[src/rtl/bsg_nasti_req_serializer_pkg.sv]
// Shared tags, arbitration modes and state types for the NASTI request serializer.
// Packet widths follow the module parameters, so the packet structs live in the top module.
package bsg_nasti_req_serializer_pkg;

    localparam logic BSG_NASTI_SER_ADDR = 1'b0;
    localparam logic BSG_NASTI_SER_DATA = 1'b1;

    localparam int ARB_ROUND_ROBIN = 0;
    localparam int ARB_WRITE_PRIO  = 1;
    localparam int ARB_READ_PRIO   = 2;

    typedef enum logic {
        GRANT_READ  = 1'b0,
        GRANT_WRITE = 1'b1
    } grant_e;

    typedef enum logic {
        S_IDLE  = 1'b0,
        S_WDATA = 1'b1
    } ser_state_e;

    // Payload width: the wider of the {addr,id,rw} and {last,data} packets.
    function automatic int bsg_nasti_ser_pkt_width(input int addr_w, input int id_w, input int data_w);
        return (addr_w + id_w + 1 > data_w + 1) ? addr_w + id_w + 1 : data_w + 1;
    endfunction

endpackage

[src/rtl/bsg_nasti_req_arb.sv]
// Two-input read/write arbiter: round-robin, write priority or read priority.
// A grant is a completed handshake, because each requester's ready is its grant.
module bsg_nasti_req_arb
    import bsg_nasti_req_serializer_pkg::*;
#(
    parameter int arb_mode_p = 0
) (
    input  logic clk_i,
    input  logic reset_i,
    input  logic en_i,
    input  logic rd_v_i,
    input  logic wr_v_i,
    output logic rd_grant_o,
    output logic wr_grant_o
);

    grant_e last_grant_r;
    logic   pick_wr;

    always_comb begin
        // NOTE: default first so every path assigns pick_wr and no latch is inferred.
        pick_wr = wr_v_i;
        if (rd_v_i && wr_v_i) begin
            case (arb_mode_p)
                ARB_WRITE_PRIO: pick_wr = 1'b1;
                ARB_READ_PRIO:  pick_wr = 1'b0;
                default:        pick_wr = (last_grant_r == GRANT_READ);
            endcase
        end
    end

    assign rd_grant_o = en_i & rd_v_i & ~pick_wr;
    assign wr_grant_o = en_i & wr_v_i &  pick_wr;

    // Reset to "write granted last" so the first tie goes to the read side.
    always_ff @(posedge clk_i or posedge reset_i) begin
        if (reset_i) begin
            last_grant_r <= GRANT_WRITE;
        end else if (rd_grant_o) begin
            last_grant_r <= GRANT_READ;
        end else if (wr_grant_o) begin
            last_grant_r <= GRANT_WRITE;
        end
    end

endmodule

[src/rtl/bsg_nasti_req_serializer.sv]
// Serializes NASTI AR/AW/W requests into one tagged valid/ready packet stream.
// Address packets carry {addr,id,rw}; write-data packets carry {last,data} with a counter-derived last.
module bsg_nasti_req_serializer
    import bsg_nasti_req_serializer_pkg::*;
#(
    parameter  int addr_width_p = 32,
    parameter  int id_width_p   = 6,
    parameter  int data_width_p = 64,
    parameter  int len_width_p  = 8,
    parameter  int arb_mode_p   = 0,
    localparam int pkt_width_lp = bsg_nasti_ser_pkt_width(addr_width_p, id_width_p, data_width_p)
) (
    input  logic                    clk_i,
    input  logic                    reset_i,

    input  logic                    ar_v_i,
    output logic                    ar_ready_o,
    input  logic [addr_width_p-1:0] ar_addr_i,
    input  logic [id_width_p-1:0]   ar_id_i,

    input  logic                    aw_v_i,
    output logic                    aw_ready_o,
    input  logic [addr_width_p-1:0] aw_addr_i,
    input  logic [id_width_p-1:0]   aw_id_i,
    input  logic [len_width_p-1:0]  aw_len_i,

    input  logic                    w_v_i,
    output logic                    w_ready_o,
    input  logic [data_width_p-1:0] w_data_i,
    input  logic                    w_last_i,

    output logic                    out_v_o,
    input  logic                    out_ready_i,
    output logic [pkt_width_lp:0]   out_data_o,

    output logic                    err_o
);

    localparam int sa_width_lp = addr_width_p + id_width_p + 1;
    localparam int sw_width_lp = data_width_p + 1;

    typedef struct packed {
        logic [addr_width_p-1:0] addr;
        logic [id_width_p-1:0]   id;
        logic                    rw;
    } bsg_nasti_sa_pkt;

    typedef struct packed {
        logic                    last;
        logic [data_width_p-1:0] data;
    } bsg_nasti_sw_pkt;

    ser_state_e             state_r;
    logic [len_width_p-1:0] beat_cnt_r;
    logic                   out_v_r;
    logic [pkt_width_lp:0]  out_data_r;
    logic                   err_r;

    logic                   load_en;
    logic                   ar_grant;
    logic                   aw_grant;
    logic                   w_hs;
    logic                   beat_last;
    bsg_nasti_sa_pkt        sa_pkt;
    bsg_nasti_sw_pkt        sw_pkt;
    logic [pkt_width_lp:0]  next_data;

    // Reset is folded in because out_v_r is already clear while reset is held.
    assign load_en = (~out_v_r | out_ready_i) & ~reset_i;

    bsg_nasti_req_arb #(
        .arb_mode_p (arb_mode_p)
    ) u_arb (
        .clk_i      (clk_i),
        .reset_i    (reset_i),
        .en_i       (load_en & (state_r == S_IDLE)),
        .rd_v_i     (ar_v_i),
        .wr_v_i     (aw_v_i),
        .rd_grant_o (ar_grant),
        .wr_grant_o (aw_grant)
    );

    assign ar_ready_o = ar_grant;
    assign aw_ready_o = aw_grant;
    assign w_ready_o  = load_en & (state_r == S_WDATA);
    assign w_hs       = w_ready_o & w_v_i;
    assign beat_last  = (beat_cnt_r == '0);

    always_comb begin
        sa_pkt.addr = aw_grant ? aw_addr_i : ar_addr_i;
        sa_pkt.id   = aw_grant ? aw_id_i   : ar_id_i;
        sa_pkt.rw   = aw_grant;
        sw_pkt.last = beat_last;
        sw_pkt.data = w_data_i;

        next_data = '0;
        if (w_hs) begin
            next_data[pkt_width_lp]      = BSG_NASTI_SER_DATA;
            next_data[sw_width_lp-1:0]   = sw_pkt;
        end else begin
            next_data[pkt_width_lp]      = BSG_NASTI_SER_ADDR;
            next_data[sa_width_lp-1:0]   = sa_pkt;
        end
    end

    always_ff @(posedge clk_i or posedge reset_i) begin
        if (reset_i) begin
            state_r    <= S_IDLE;
            beat_cnt_r <= '0;
            out_v_r    <= 1'b0;
            out_data_r <= '0;
            err_r      <= 1'b0;
        end else begin
            if (load_en) begin
                out_v_r <= ar_grant | aw_grant | w_hs;
                if (ar_grant | aw_grant | w_hs) begin
                    out_data_r <= next_data;
                end
            end

            case (state_r)
                S_IDLE: begin
                    if (aw_grant) begin
                        beat_cnt_r <= aw_len_i;
                        state_r    <= S_WDATA;
                    end
                end
                S_WDATA: begin
                    if (w_hs) begin
                        if (w_last_i != beat_last) begin
                            err_r <= 1'b1;
                        end
                        // Counting down from len means all-ones gives 2^len_width_p beats.
                        if (beat_last) begin
                            state_r <= S_IDLE;
                        end else begin
                            beat_cnt_r <= beat_cnt_r - len_width_p'(1);
                        end
                    end
                end
                default: state_r <= S_IDLE;
            endcase
        end
    end

    assign out_v_o    = out_v_r;
    assign out_data_o = out_data_r;
    assign err_o      = err_r;

endmodule

[config.mk]
export PLATFORM = sky130hd
export DESIGN_NAME = bsg_nasti_req_serializer
export DESIGN_NICKNAME = d
export VERILOG_FILES = /design/src/rtl/bsg_nasti_req_serializer_pkg.sv /design/src/rtl/bsg_nasti_req_arb.sv /design/src/rtl/bsg_nasti_req_serializer.sv
export SDC_FILE = /design/constraint.sdc
export NUM_CORES = 1
export LEC_CHECK = 0
export ABC_AREA = 1
export CORE_MARGIN = 4
export CORE_UTILIZATION = 40
export DETAILED_ROUTE_END_ITERATION = 6
export PLACE_DENSITY = 0.81
export SYNTH_ARGS = -nofsm -noshare
export SYNTH_HDL_FRONTEND = slang
export SYNTH_HIERARCHICAL = 1
export SYNTH_SLANG_ARGS = --single-unit
[constraint.sdc]
create_clock -name clk_i -period 5.3 [get_ports clk_i]
set_input_delay 1.325 -clock clk_i [delete_from_list [all_inputs] [get_ports clk_i]]
set_output_delay 1.325 -clock clk_i [all_outputs]
set_load 0.01 [all_outputs]
==> results.sh, run 1 <==
export IMPL_status="finished, final reports clean"
export IMPL_synth_seq_area_share=0.456
export IMPL_cp_data_required_time_ns=3.97
export IMPL_max_stage_delay_ns=0.58
export IMPL_reg2reg_slack_ns=2.30
export IMPL_cts_sinks=78
export IMPL_n_fill_cell=901
export IMPL_track_usage=0.205
export IMPL_r2r_end="out_data_o[21]$_DFFE_PP0P_"
export IMPL_grt_setup_unrepaired="false"
export IMPL_grt_pass1_wl_mm=21.0
export IMPL_syn_mean_instance_area_um2=6.56
export IMPL_cts_resized=0
export IMPL_drt_initial_drc_count=270
export IMPL_p_leak_nw=3.42
export IMPL_gp_congestion=0.845
export IMPL_crit_chain="clkdlybuf4s50_1 -> inv_1 -> a21oi_2 -> inv_1 -> nor2_1 -> nand2_1 -> a21oi_1 -> clkdlybuf4s50_1"
export IMPL_multiInputGateArea_um2=1950
export IMPL_io_buffers=225
export IMPL_clock_latency_ns=0.34
export IMPL_drv_slew=0
export IMPL_start_util=0.413
export IMPL_n_antenna_cell=0
export IMPL_critical_path_class="input pin to output pin"
export IMPL_die_w_um=111
export IMPL_cp_max_fo=3
export IMPL_numCtsBuffers=9
export IMPL_tns_ns=0
export IMPL_crit_path_top_delay_cell="clkdlybuf4s50_1"
export IMPL_hold_start="out_data_o[62]$_DFFE_PP0P_"
export IMPL_die_h_um=111
export IMPL_layoutNonFillerInstCount=1002
export IMPL_final_area_um2=6780
export IMPL_synth_top_area_share=0.450
export IMPL_die_area_um2=12400
export IMPL_wire_per_inst_um=13.1
export IMPL_setup_violations_final=0
export IMPL_grt_max_degree=80
export IMPL_cts_root_buf="clkbuf_8"
export IMPL_dp_hpwl_mm=10.1
export IMPL_syn_num_nets=809
export IMPL_yosys_warnings=6
export IMPL_syn_inst=652
export IMPL_firstDrtPassIters=4
export IMPL_yosysMostFrequentCell="nand2_1"
export IMPL_synth_area_leaders="dfrtp_1, nand2_1, o21ai_0"
export IMPL_synth_edff_count=0
export IMPL_placed_cells=986
export IMPL_vias=4656
export IMPL_drive_above_1_share=0.0370
export IMPL_area_growth_synth_to_final_pct=58.5
export IMPL_endpoint="ar_ready_o"
export IMPL_htree_levels=3
export IMPL_synth_seq_cells=78
export IMPL_ys_flop_type="dfrtp_1"
export IMPL_seqCellArea_um2=1950
export IMPL_fmax_mhz=224
export IMPL_pwr_density_cell_nw_per_um2=431
export IMPL_skew_ns=0.00638
export IMPL_drt_vias_per_instance=4.65
export IMPL_hold_path_class="flop to flop"
export IMPL_grt_overflow=0
export IMPL_r2r_cells=12
export IMPL_cts_tree="built"
export IMPL_postCtsSetupBuffers=0
export IMPL_hold_buffers=0
export IMPL_placed_area_um2=6590
export IMPL_cap_violations=0
export IMPL_max_clock_path_buffers=2
export IMPL_wl_mm=13.1
export IMPL_endpoint_kind="output pin"
export IMPL_drtAntennaViolNets=0
export IMPL_layout_nets=1018
export IMPL_drc=0
export IMPL_hold_viol_final=0
export IMPL_period_share=0.841
export IMPL_synth_cell_types=20
export IMPL_rows=37
export IMPL_path_clk_slew_ns=0.08
export IMPL_critical_path_arrival_ns=3.13
export IMPL_cp_start_kind="input pin"
export IMPL_period_needed_ns=4.46
export IMPL_fp_coreArea_um2=10400
export IMPL_antenna_found_initial=0
export IMPL_ys_top_cells_by_count="nand2_1, dfrtp_1, inv_1"
export IMPL_worst_pin_slew_ns=0.942
export IMPL_grt_pass1_vias=4418
export IMPL_vdd_drop_max_uv=194
export IMPL_final_util=0.654
export IMPL_async_flop_share=1.00
export IMPL_r2r_start="out_v_o$_DFFE_PP0N_"
export IMPL_syn_area_um2=4280
export IMPL_synth_top_area_cell="dfrtp_1"
export IMPL_slew_limit_headroom=0.372
export IMPL_io_pins=226
export IMPL_cp_startpoint="out_ready_i"
layout make-up:
cell class / instances / area share
inverters: 60 / 0.0334
multi-input cells: 482 / 0.287
clock inverters: 7 / 0.0107
flip-flops and latches: 78 / 0.288
repair buffers: 230 / 0.338
well taps: 136 / 0.0251
clock buffers: 9 / 0.0183
logic make-up (layout without fill, tap and decap cells):
logic type	Yosys count	after routing	synth area share
adder cells (fa/ha/maj)	2	2	0.00585
AND/OR/NAND/NOR	428	428	0.385
buffers and inverters	92	306	0.0903
AO/OA/AOI/OAI	52	52	0.0623
flip-flops	78	78	0.456
per-stage QoR:
stage          power [mW]  hold slack (ns)  worst slack [ns]
2_1_floorplan        1.72            0.447             0.631
3_3_place_gp         2.47            0.452             0.893
3_5_place_dp         2.51            0.458             0.841
4_1_cts              2.96            0.479             0.829
5_1_grt              3.17            0.500             0.685
6_report             2.93            0.477             0.841
cells in the final DEF (no fill, tap or decap), drive strengths merged:
master | synthesis | layout
nand3 | 19 | 19
a21oi | 2 | 2
o21ai | 49 | 49
dfrtp | 77 | 77
clkinvlp | 0 | 2
dfstp | 1 | 1
or2 | 3 | 3
nand2 | 391 | 391
nor2 | 13 | 13
nand4 | 1 | 1
inv | 60 | 61
clkinv | 0 | 3
nor3 | 1 | 1
bufinv | 0 | 1
ha | 2 | 2
buf | 18 | 5
o211ai | 1 | 1
clkbuf | 14 | 9
clkdlybuf4s50 | 0 | 225
critical path: cells and delay by family:
family,cells,cell delay [ns]
buffers and inverters,4,1.17
AND/OR/NAND/NOR,2,0.22
AO/OA/AOI/OAI,2,0.41
worst min path at each step:
stage / end / slack, ns / cells after the start
after floorplan: u_arb/last_grant_r$_DFFE_PP1P_ / 0.45 / 2
after global placement: out_data_o[43]$_DFFE_PP0P_ / 0.45 / 2
after detailed placement: out_data_o[62]$_DFFE_PP0P_ / 0.46 / 2
after CTS: out_data_o[62]$_DFFE_PP0P_ / 0.48 / 2
after global routing: out_data_o[39]$_DFFE_PP0P_ / 0.50 / 2
final: out_data_o[62]$_DFFE_PP0P_ / 0.48 / 2
layer usage:
metal  track usage  vias up  share of wire
li1              -     2369              -
met1         0.254     2091           0.41
met2         0.356      185           0.49
met3        0.0565       11          0.086
met4        0.0470        0          0.011
met5             0        -              0
power breakdown:
| group | switching [mW] | total (mW) | internal [mW] |
|---|---|---|---|
| Clock | 0.219 | 0.438 | 0.219 |
| Sequential | 0.181 | 1.06 | 0.875 |
| Combinational | 0.698 | 1.43 | 0.735 |
| Total | 1.10 | 2.93 | 1.83 |
state kept, by name (all words and copies together), names as in the netlist:
signal and count:
state_r 1, u_arb/last_grant_r 1, out_data_o 66, err_o 1
beat_cnt_r 8, out_v_o 1
Note: power is estimated with default switching activity, not from simulation.
==> inputs of run 2 (changes only) <==
==> constraint.sdc (replaced) <==
create_clock -name clk_i -period 4.3 [get_ports clk_i]
set_input_delay 1.075 -clock clk_i [delete_from_list [all_inputs] [get_ports clk_i]]
set_output_delay 1.075 -clock clk_i [all_outputs]
set_load 0.01 [all_outputs]
==> run 2 against run 1 <==
Net effect: via count grew 0.69%; sequential power grew 23%; design area grew 0.61%; die area is the same; non-clock buffer count is the same; critical path depth is the same; worst setup slack lost 0.46 ns; critical path type unchanged.
==> results.sh, run 2 (synthesis results as in run 1) <==
export IMPL_dp_hpwl_mm=9.91
export IMPL_drive_above_1_share=0.0358
export IMPL_hold_buffers=0
export IMPL_n_antenna_cell=0
export IMPL_io_buffers=225
export IMPL_status="finished, final reports clean"
export IMPL_vias=4688
export IMPL_area_growth_synth_to_final_pct=59.5
export IMPL_fp_coreArea_um2=10400
export IMPL_p_leak_nw=3.44
export IMPL_gp_congestion=0.863
export IMPL_cp_max_fo=3
export IMPL_wl_mm=13.2
export IMPL_min_path_cells=2
export IMPL_drtAntennaViolNets=0
export IMPL_grt_max_degree=79
export IMPL_reg2reg_slack_ns=1.72
export IMPL_grt_overflow=0
export IMPL_period_share=0.911
export IMPL_grt_pass1_vias=4574
export IMPL_drc=0
export IMPL_period_needed_ns=3.92
export IMPL_r2r_cells=10
export IMPL_slew_limit_headroom=0.377
export IMPL_vdd_drop_max_uv=284
export IMPL_critical_path_arrival_ns=2.84
export IMPL_die_w_um=111
export IMPL_path_clk_slew_ns=0.08
export IMPL_htree_levels=3
export IMPL_grt_setup_unrepaired="false"
export IMPL_worst_pin_slew_ns=0.935
export IMPL_io_pins=226
export IMPL_pwr_density_cell_nw_per_um2=544
export IMPL_tns_ns=0
export IMPL_die_area_um2=12400
export IMPL_layout_nets=1018
export IMPL_placed_cells=986
export IMPL_crit_chain="clkdlybuf4s50_1 -> inv_1 -> a21oi_2 -> inv_1 -> nor2_1 -> nand2_1 -> a21oi_1 -> clkdlybuf4s50_1"
export IMPL_endpoint_kind="output pin"
export IMPL_setup_violations_final=0
export IMPL_drt_initial_drc_count=256
export IMPL_fmax_mhz=255
export IMPL_cap_violations=0
export IMPL_cp_data_required_time_ns=3.22
export IMPL_largest_register_ffs=66
export IMPL_hold_path_class="flop to flop"
export IMPL_postCtsSetupBuffers=0
export IMPL_cts_tree="built"
export IMPL_final_cell_mix="nand2_1, clkdlybuf4s50_1, dfrtp_1"
export IMPL_cts_root_buf="clkbuf_8"
export IMPL_max_clock_path_buffers=2
export IMPL_drv_slew=0
export IMPL_drt_vias_per_instance=4.68
export IMPL_final_area_um2=6830
export IMPL_hold_viol_final=0
export IMPL_crit_path_top_delay_cell="clkdlybuf4s50_1"
export IMPL_placed_area_um2=6590
export IMPL_start_util=0.413
export IMPL_cp_start_kind="input pin"
export IMPL_skew_ns=0.00489
export IMPL_layoutNonFillerInstCount=1002
export IMPL_firstDrtPassIters=4
export IMPL_die_h_um=111
export IMPL_max_stage_delay_ns=0.57
export IMPL_cts_sinks=78
export IMPL_antenna_found_initial=0
export IMPL_layout_commonest_cell="nand2_1"
export IMPL_rows=37
export IMPL_track_usage=0.207
export IMPL_clock_latency_ns=0.34
export IMPL_wire_per_inst_um=13.1
export IMPL_grt_pass1_wl_mm=21.3
export IMPL_numCtsBuffers=9
export IMPL_cts_resized=0
export IMPL_critical_path_class="input pin to output pin"
[run 2: final cells by class]
cell class / instances / area (um^2)
flip-flops and latches: 78 / 1950
repair buffers: 230 / 2290
well taps: 136 / 170
clock inverters: 6 / 110
inverters: 60 / 226
fillers: 888 / 3540
clock buffers: 10 / 128
multi-input cells: 482 / 1950
[run 2: report_power, final]
part	switching, mW	internal (mW)	total (mW)
sequential	0.218	1.08	1.30
combinational	0.862	0.906	1.77
clock	0.263	0.385	0.647
[run 2: worst max-delay path, delay by kind of cell]
family | cells | cell delay (ns)
buffers and inverters | 4 | 1.17
AO/OA/AOI/OAI | 2 | 0.38
AND/OR/NAND/NOR | 2 | 0.21
[run 2: metal layers]
layer,global-route usage,routed length (um),up-vias
li1,-,-,2372
met1,0.244,5460,2112
met2,0.364,6350,180
met3,0.0571,1040,24
met4,0.0722,316,0
met5,0,0,-
[run 2: worst paths after layout]
path	start	to
max in group asynchronous	reset_i	out_data_o[33]$_DFFE_PP0P_
setup / recovery	out_ready_i	ar_ready_o
setup reg to reg	out_v_o$_DFFE_PP0N_	beat_cnt_r[2]$_DFFE_PP0P_
hold reg to reg	out_data_o[65]$_DFFE_PP0P_	out_data_o[65]$_DFFE_PP0P_
min in group asynchronous	reset_i	u_arb/last_grant_r$_DFFE_PP1P_
hold / removal	out_data_o[65]$_DFFE_PP0P_	out_data_o[65]$_DFFE_PP0P_
[run 2: through the flow]
step,power [mW],utilization,setup slack (ns),hold WS (ns)
after floorplan,2.12,-,0.131,0.447
final,3.71,0.658,0.381,0.473
after global placement,3.03,0.635,0.425,0.453
after global routing,3.99,0.658,0.247,0.504
after CTS,3.75,0.658,0.380,0.476
after detailed placement,3.08,0.635,0.394,0.458
==> edit 1: new RTL, settings of run 2 <==
`arb_mode_p` is set to 0 in 2 places; all go to 1.
--- a/src/rtl/bsg_nasti_req_arb.sv
+++ b/src/rtl/bsg_nasti_req_arb.sv
@@ -3,7 +3,7 @@
 module bsg_nasti_req_arb
     import bsg_nasti_req_serializer_pkg::*;
 #(
-    parameter int arb_mode_p = 0
+    parameter int arb_mode_p = 1
 ) (
     input  logic clk_i,
     input  logic reset_i,
--- a/src/rtl/bsg_nasti_req_serializer.sv
+++ b/src/rtl/bsg_nasti_req_serializer.sv
@@ -7,7 +7,7 @@
     parameter  int id_width_p   = 6,
     parameter  int data_width_p = 64,
     parameter  int len_width_p  = 8,
-    parameter  int arb_mode_p   = 0,
+    parameter  int arb_mode_p   = 1,
     localparam int pkt_width_lp = bsg_nasti_ser_pkt_width(addr_width_p, id_width_p, data_width_p)
 ) (
     input  logic                    clk_i,
Check against the original RTL: not equivalent (Yosys sat finds a counterexample within 4 cycles, from zero or initial values and one cycle with reset_i high).
==> edit 1 against run 2 <==
Hold slack worse by 0.00092 ns. Sequential cell count down 1. Clock skew up 0.0041 ns. Synthesized area down 0.96%. Critical endpoint unchanged. Cell count down 0.40%. Setup slack worse by 0.017 ns. Cell area down 1.0%. Routed wire length down 4.0%. Count of clock-buffer cells in the layout unchanged. Power down 3.9%. Global-route usage down 0.21 points.
==> edit 1: results (changes against run 2) <==
stage	metric	value	unit	change
critical_path	rrSetupSlack	1.63	ns	-0.09 ns
sta	slew_headroom	36.66	%	-1.0 points
detailed_routing	wl_met1	5.361	mm	-1.8%
global_route	grt_pass1_vias	4494		-1.7%
global_route	grt_max_degree	80		+1.3%
detailed_routing	met2_length	5.851	mm	-7.9%
yosys	synth_adder_area_share	0.5903	%	+0.0057 points
placement	place_hpwl	9.609	mm	-3.0%
detailed_routing	wl_per_cell	12.67	um	-3.6%
outcome	outcome	complete, no violations		
global_route	grtUsageTotal	20.52	%	-0.21 points
yosys	synth_area_leaders	dfrtp_1, nand2_1, o21ai_0		
global_route	use_met3	6.223	%	+0.52 points
detailed_routing	vias	4605		-1.8%
sta	finClkSkew	0.009021	ns	+0.004129 ns
global_route	grt_pass1_wl	20.91	mm	-1.7%
critical_path	worstPathArrival	2.86	ns	+0.02 ns
final_layout	fin_nets	1014		-0.39%
yosys	ys_seq_area_share	45.45	%	-0.18 points
detailed_routing	drtIter0Drc	263		+2.7%
global_route	grtUsageMet2	33.13	%	-3.3 points
placement	placed_area	0.006554	mm^2	-0.51%
final_layout	drive_gt1_share	3.712	%	+0.13 points
global_route	gr-usage-met1	25.47	%	+1.1 points
yosys	synthCells	647		-0.77%
power_and_ir_drop	vdd_ir_drop_max	0.2607	mV	-8.2%
yosys	synth-compound-area-share	6.169	%	-0.057 points
yosys	synth_common_cells	nand2_1, dfrtp_1, inv_1		
sta	max_clock_freq	0.2541	GHz	-0.43%
power_and_ir_drop	leakagePower	3.402	nW	-0.98%
yosys	yosysWarningCount	6		unchanged
placement	dp_slack	0.3872	ns	-0.006617 ns
placement	routabilityCongestion	0.8430		-2.4%
critical_path	worstReg2RegEnd	out_data_o[28]$_DFFE_PP0P_		
critical_path	r2r_cells	12		+2
edit 1: cell count changes in the layout (fill, tap and decap cells not counted), sizes merged:
cell,run 2,this run
clkinv,2,4
a21oi,2,1
nand2,391,389
clkinvlp,2,1
dfstp,1,0
bufinv,3,1
buf,5,6
nand3,19,18
nor2,13,14
edit 1: worst min path at each step:
stage / from / endpoint / slack, ns / depth (start not counted)
detailed placement: out_data_o[65]$_DFFE_PP0P_ / out_data_o[65]$_DFFE_PP0P_ / 0.46 / 2
global placement: out_data_o[65]$_DFFE_PP0P_ / out_data_o[65]$_DFFE_PP0P_ / 0.45 / 2
finish: out_data_o[65]$_DFFE_PP0P_ / out_data_o[65]$_DFFE_PP0P_ / 0.47 / 2
global route: out_data_o[13]$_DFFE_PP0P_ / out_data_o[13]$_DFFE_PP0P_ / 0.50 / 2
CTS: out_data_o[65]$_DFFE_PP0P_ / out_data_o[65]$_DFFE_PP0P_ / 0.48 / 2
floorplan: out_data_o[39]$_DFFE_PP0P_ / out_data_o[39]$_DFFE_PP0P_ / 0.51 / 2
edit 1: worst min-delay path, delay by kind of cell, from the launching register on:
kind             cells  cell delay, ns
DFF                  1            0.34
and+or+nand+nor      2            0.10
edit 1: final cells by class:
cell class / instances / area [um^2] / share of cell area [%]
multi-input cells: 479 / 1937 / 28.68
clock buffers: 10 / 127.6 / 1.890
flip-flops and latches: 77 / 1927 / 28.53
well taps: 136 / 170.2 / 2.519
repair buffers: 231 / 2297 / 34.01
inverters: 59 / 222.7 / 3.298
clock inverters: 6 / 72.57 / 1.074
edit 1: power breakdown:
group          internal (mW)  switching (mW)  leakage, nW
clock network          0.273           0.269       0.0971
logic                  0.901           0.847         2.37
registers               1.06           0.215        0.938
total                   2.23            1.33         3.40
==> edit 2: new RTL, settings of run 2 <==
Made on the original files. Make the reset (`reset_i`) synchronous in 2 clocked blocks.
--- a/src/rtl/bsg_nasti_req_arb.sv
+++ b/src/rtl/bsg_nasti_req_arb.sv
@@ -33,7 +33,7 @@
     assign wr_grant_o = en_i & wr_v_i &  pick_wr;
 
     // Reset to "write granted last" so the first tie goes to the read side.
-    always_ff @(posedge clk_i or posedge reset_i) begin
+    always_ff @(posedge clk_i) begin
         if (reset_i) begin
             last_grant_r <= GRANT_WRITE;
         end else if (rd_grant_o) begin
--- a/src/rtl/bsg_nasti_req_serializer.sv
+++ b/src/rtl/bsg_nasti_req_serializer.sv
@@ -103,7 +103,7 @@
         end
     end
 
-    always_ff @(posedge clk_i or posedge reset_i) begin
+    always_ff @(posedge clk_i) begin
         if (reset_i) begin
             state_r    <= S_IDLE;
             beat_cnt_r <= '0;
Function: differs if reset_i is asserted again (counterexample within 4 cycles, from zero or initial values and one cycle with reset_i high); with reset_i held inactive, the same outputs for 4 cycles.
==> edit 2 against run 2 <==
Via count is 4.6% higher. Synthesized cell count is 15% higher. Cell area is 0.77% lower. Sequential cell count stayed put. Hold slack worse by 0.0088 ns. Setup slack worse by 0.034 ns. Sequential share of layout area is 5.6 points lower. Die area is 0.90% lower. Synthesized area is 0.96% lower. Clock skew is 0.0091 ns higher. Routed wire length is 2.2% higher. Critical path type unchanged. Highest routed layer unchanged.
Power is not compared: it rests on default switching activity, and its combinational part moved more than twofold at a synthesized area within 25%.
==> edit 2: results (changes against run 2) <==
stage	metric	value	unit	change
outcome	outcome	complete, no violations		
placement	place_hpwl	9.903	mm	about the same
placement	port_buffers	225		unchanged
yosys	synth_adder_area_share	0.5903	%	+0.0057 points
clocking	post_cts_buffers	0		unchanged
power_and_ir_drop	vdd_ir_drop_max	0.1716	mV	
critical_path	r2r_start	state_r$_SDFF_PP0_		
yosys	yosysWarningCount	6		unchanged
clocking	clockBufferDepth	2		unchanged
placement	dp_slack	0.3368	ns	-0.05695 ns
yosys	synth_edf_count	0		unchanged
power_and_ir_drop	leakagePower	3.232	nW	
detailed_routing	wl_per_cell	12.31	um	-6.4%
detailed_routing	drtIter0Drc	282		+10%
clocking	clkLatencyLatePin	0.35	ns	
clocking	numCtsBuffers	9		unchanged
global_route	grt_max_degree	52		-34%
yosys	synth_nets	904		+12%
yosys	ys_seq_area_share	36.84	%	-8.8 points
sta	finClkSkew	0.01403	ns	+0.009137 ns
final_layout	fillers	940		+5.9%
worst_hold_path	worstHoldStart	out_data_o[39]$_SDFFE_PP0P_		
yosys	synth-xor-area-share	0	%	unchanged
placement	routabilityCongestion	0.8580		-0.61%
critical_path	worstPathArrival	2.88	ns	+0.04 ns
global_route	grt_pass1_wl	21.71	mm	+2.1%
global_route	grtUsageTotal	21.36	%	+0.62 points
critical_path	crit_fanout	3		unchanged
yosys	synth_common_cells	nand2_1, nor2_1, dfxtp_1		
power_and_ir_drop	p_int	1.310	mW	
clocking	cts-resized-gates	0		unchanged
sta	slew_headroom	63.01	%	+25 points
yosys	ys_async_sr_fraction	0	%	-100 points
clocking	path_clk_slew	0.08	ns	about the same
placement	placed_area	0.006569	mm^2	-0.28%
clocking	h-tree-depth	3		unchanged
critical_path	critPathMaxStageDelay	0.59	ns	+0.02 ns
yosys	synth-compound-area-share	5.490	%	-0.74 points
detailed_routing	firstDrtPassIters	4		unchanged
final_layout	drive_gt1_share	3.549	%	-0.031 points
detailed_routing	viasPerCell	4.481		-4.2%
yosys	yosysUniqueCellTypes	19		-5.0%
final_layout	fin_nets	1110		+9.0%
global_route	grt_pass1_vias	4454		-2.6%
sta	drv_slew	0		unchanged
clocking	cts-root-buf	clkbuf_8		
yosys	synth_top_flop_cell	dfxtp_1		
critical_path	crit_slowest_cell	clkdlybuf4s50_1		
yosys	synth_mux_area_share	0	%	unchanged
critical_path	crit_path_start	out_ready_i		
final_layout	largest_reg_flops	66		unchanged
final_layout	diodes	0		unchanged
global_route	antenna_found_initial	0		unchanged
yosys	synth_area_leaders	dfxtp_1, nand2_1, nor2_1		
worst_hold_path	min_path_type	flip-flop to flip-flop		
edit 2: cell count changes in the layout (fill, tap and decap cells not counted), sizes merged, moves of 3 or more:
| cell | change |
|---|---|
| dfrtp | -77 |
| buf | +4 |
| inv | +9 |
| nor2 | +89 |
| a21oi | +30 |
| nand2 | +8 |
| nand3 | -3 |
| dfxtp | +78 |
| o21ai | -38 |
edit 2: layer usage:
metal  vias to the layer above  GRT usage, %  wire length [um]  part of all wire (%)
li1                       2631             -                 -                     -
met1                      2104         25.03              5656                    42
met2                       149         37.66              6569                    49
met3                        18         6.769              1045                   7.8
met4                         0         5.419               193                   1.4
met5                         -             0                 0                     0
edit 2: kinds of logic (layout without fill, tap and decap cells):
| kind of cell | after synthesis | count (layout) |
|---|---|---|
| and+or+nand+nor | 520 | 520 |
| adders and majority gates | 2 | 2 |
| buffers and inverters | 103 | 314 |
| AOI/OAI and AO/OA | 44 | 44 |
| DFF | 78 | 78 |
edit 2: cell type report:
type	count	area, um^2	area share [%]
flip-flops and latches	78	1562	23.06
well taps	136	170.2	2.512
multi-input cells	566	2265	33.44
repair buffers	234	2332	34.44
clock buffers	9	123.9	1.829
inverters	64	240.2	3.547
clock inverters	7	80.08	1.182
edit 2: power groups by stage:
stage	combinational, mW	sequential (mW)	clock [mW]
floorplan	0.220	0.820	0
global placement	0.495	0.805	0
detailed placement	0.499	0.806	0
CTS	0.502	0.790	0.591
global route	0.556	0.796	0.627
finish	0.498	0.789	0.575
edit 2: path summary, 6_finish.rpt:
check | end | slack (ns) | cells after the start
setup / recovery | ar_ready_o | 0.35 | 8
setup reg to reg | out_data_o[50]$_SDFFE_PP0P_ | 1.69 | 10
hold reg to reg | out_data_o[39]$_SDFFE_PP0P_ | 0.46 | 2
hold / removal | out_data_o[39]$_SDFFE_PP0P_ | 0.46 | 2
edit 2: per-stage QoR:
step	utilization (%)	power [mW]	std cells
floorplan	-	1.039	747
global placement	63.63	1.300	1078
detailed placement	63.63	1.306	1078
CTS	65.60	1.884	1094
global route	65.60	1.978	1094
finish	65.60	1.862	1094
edit 2: worst max-delay path: cells and delay by family:
family                 cells  cell delay, ns
and+or+nand+nor            2            0.25
buffers and inverters      4            1.18
AOI/OAI and AO/OA          2            0.38
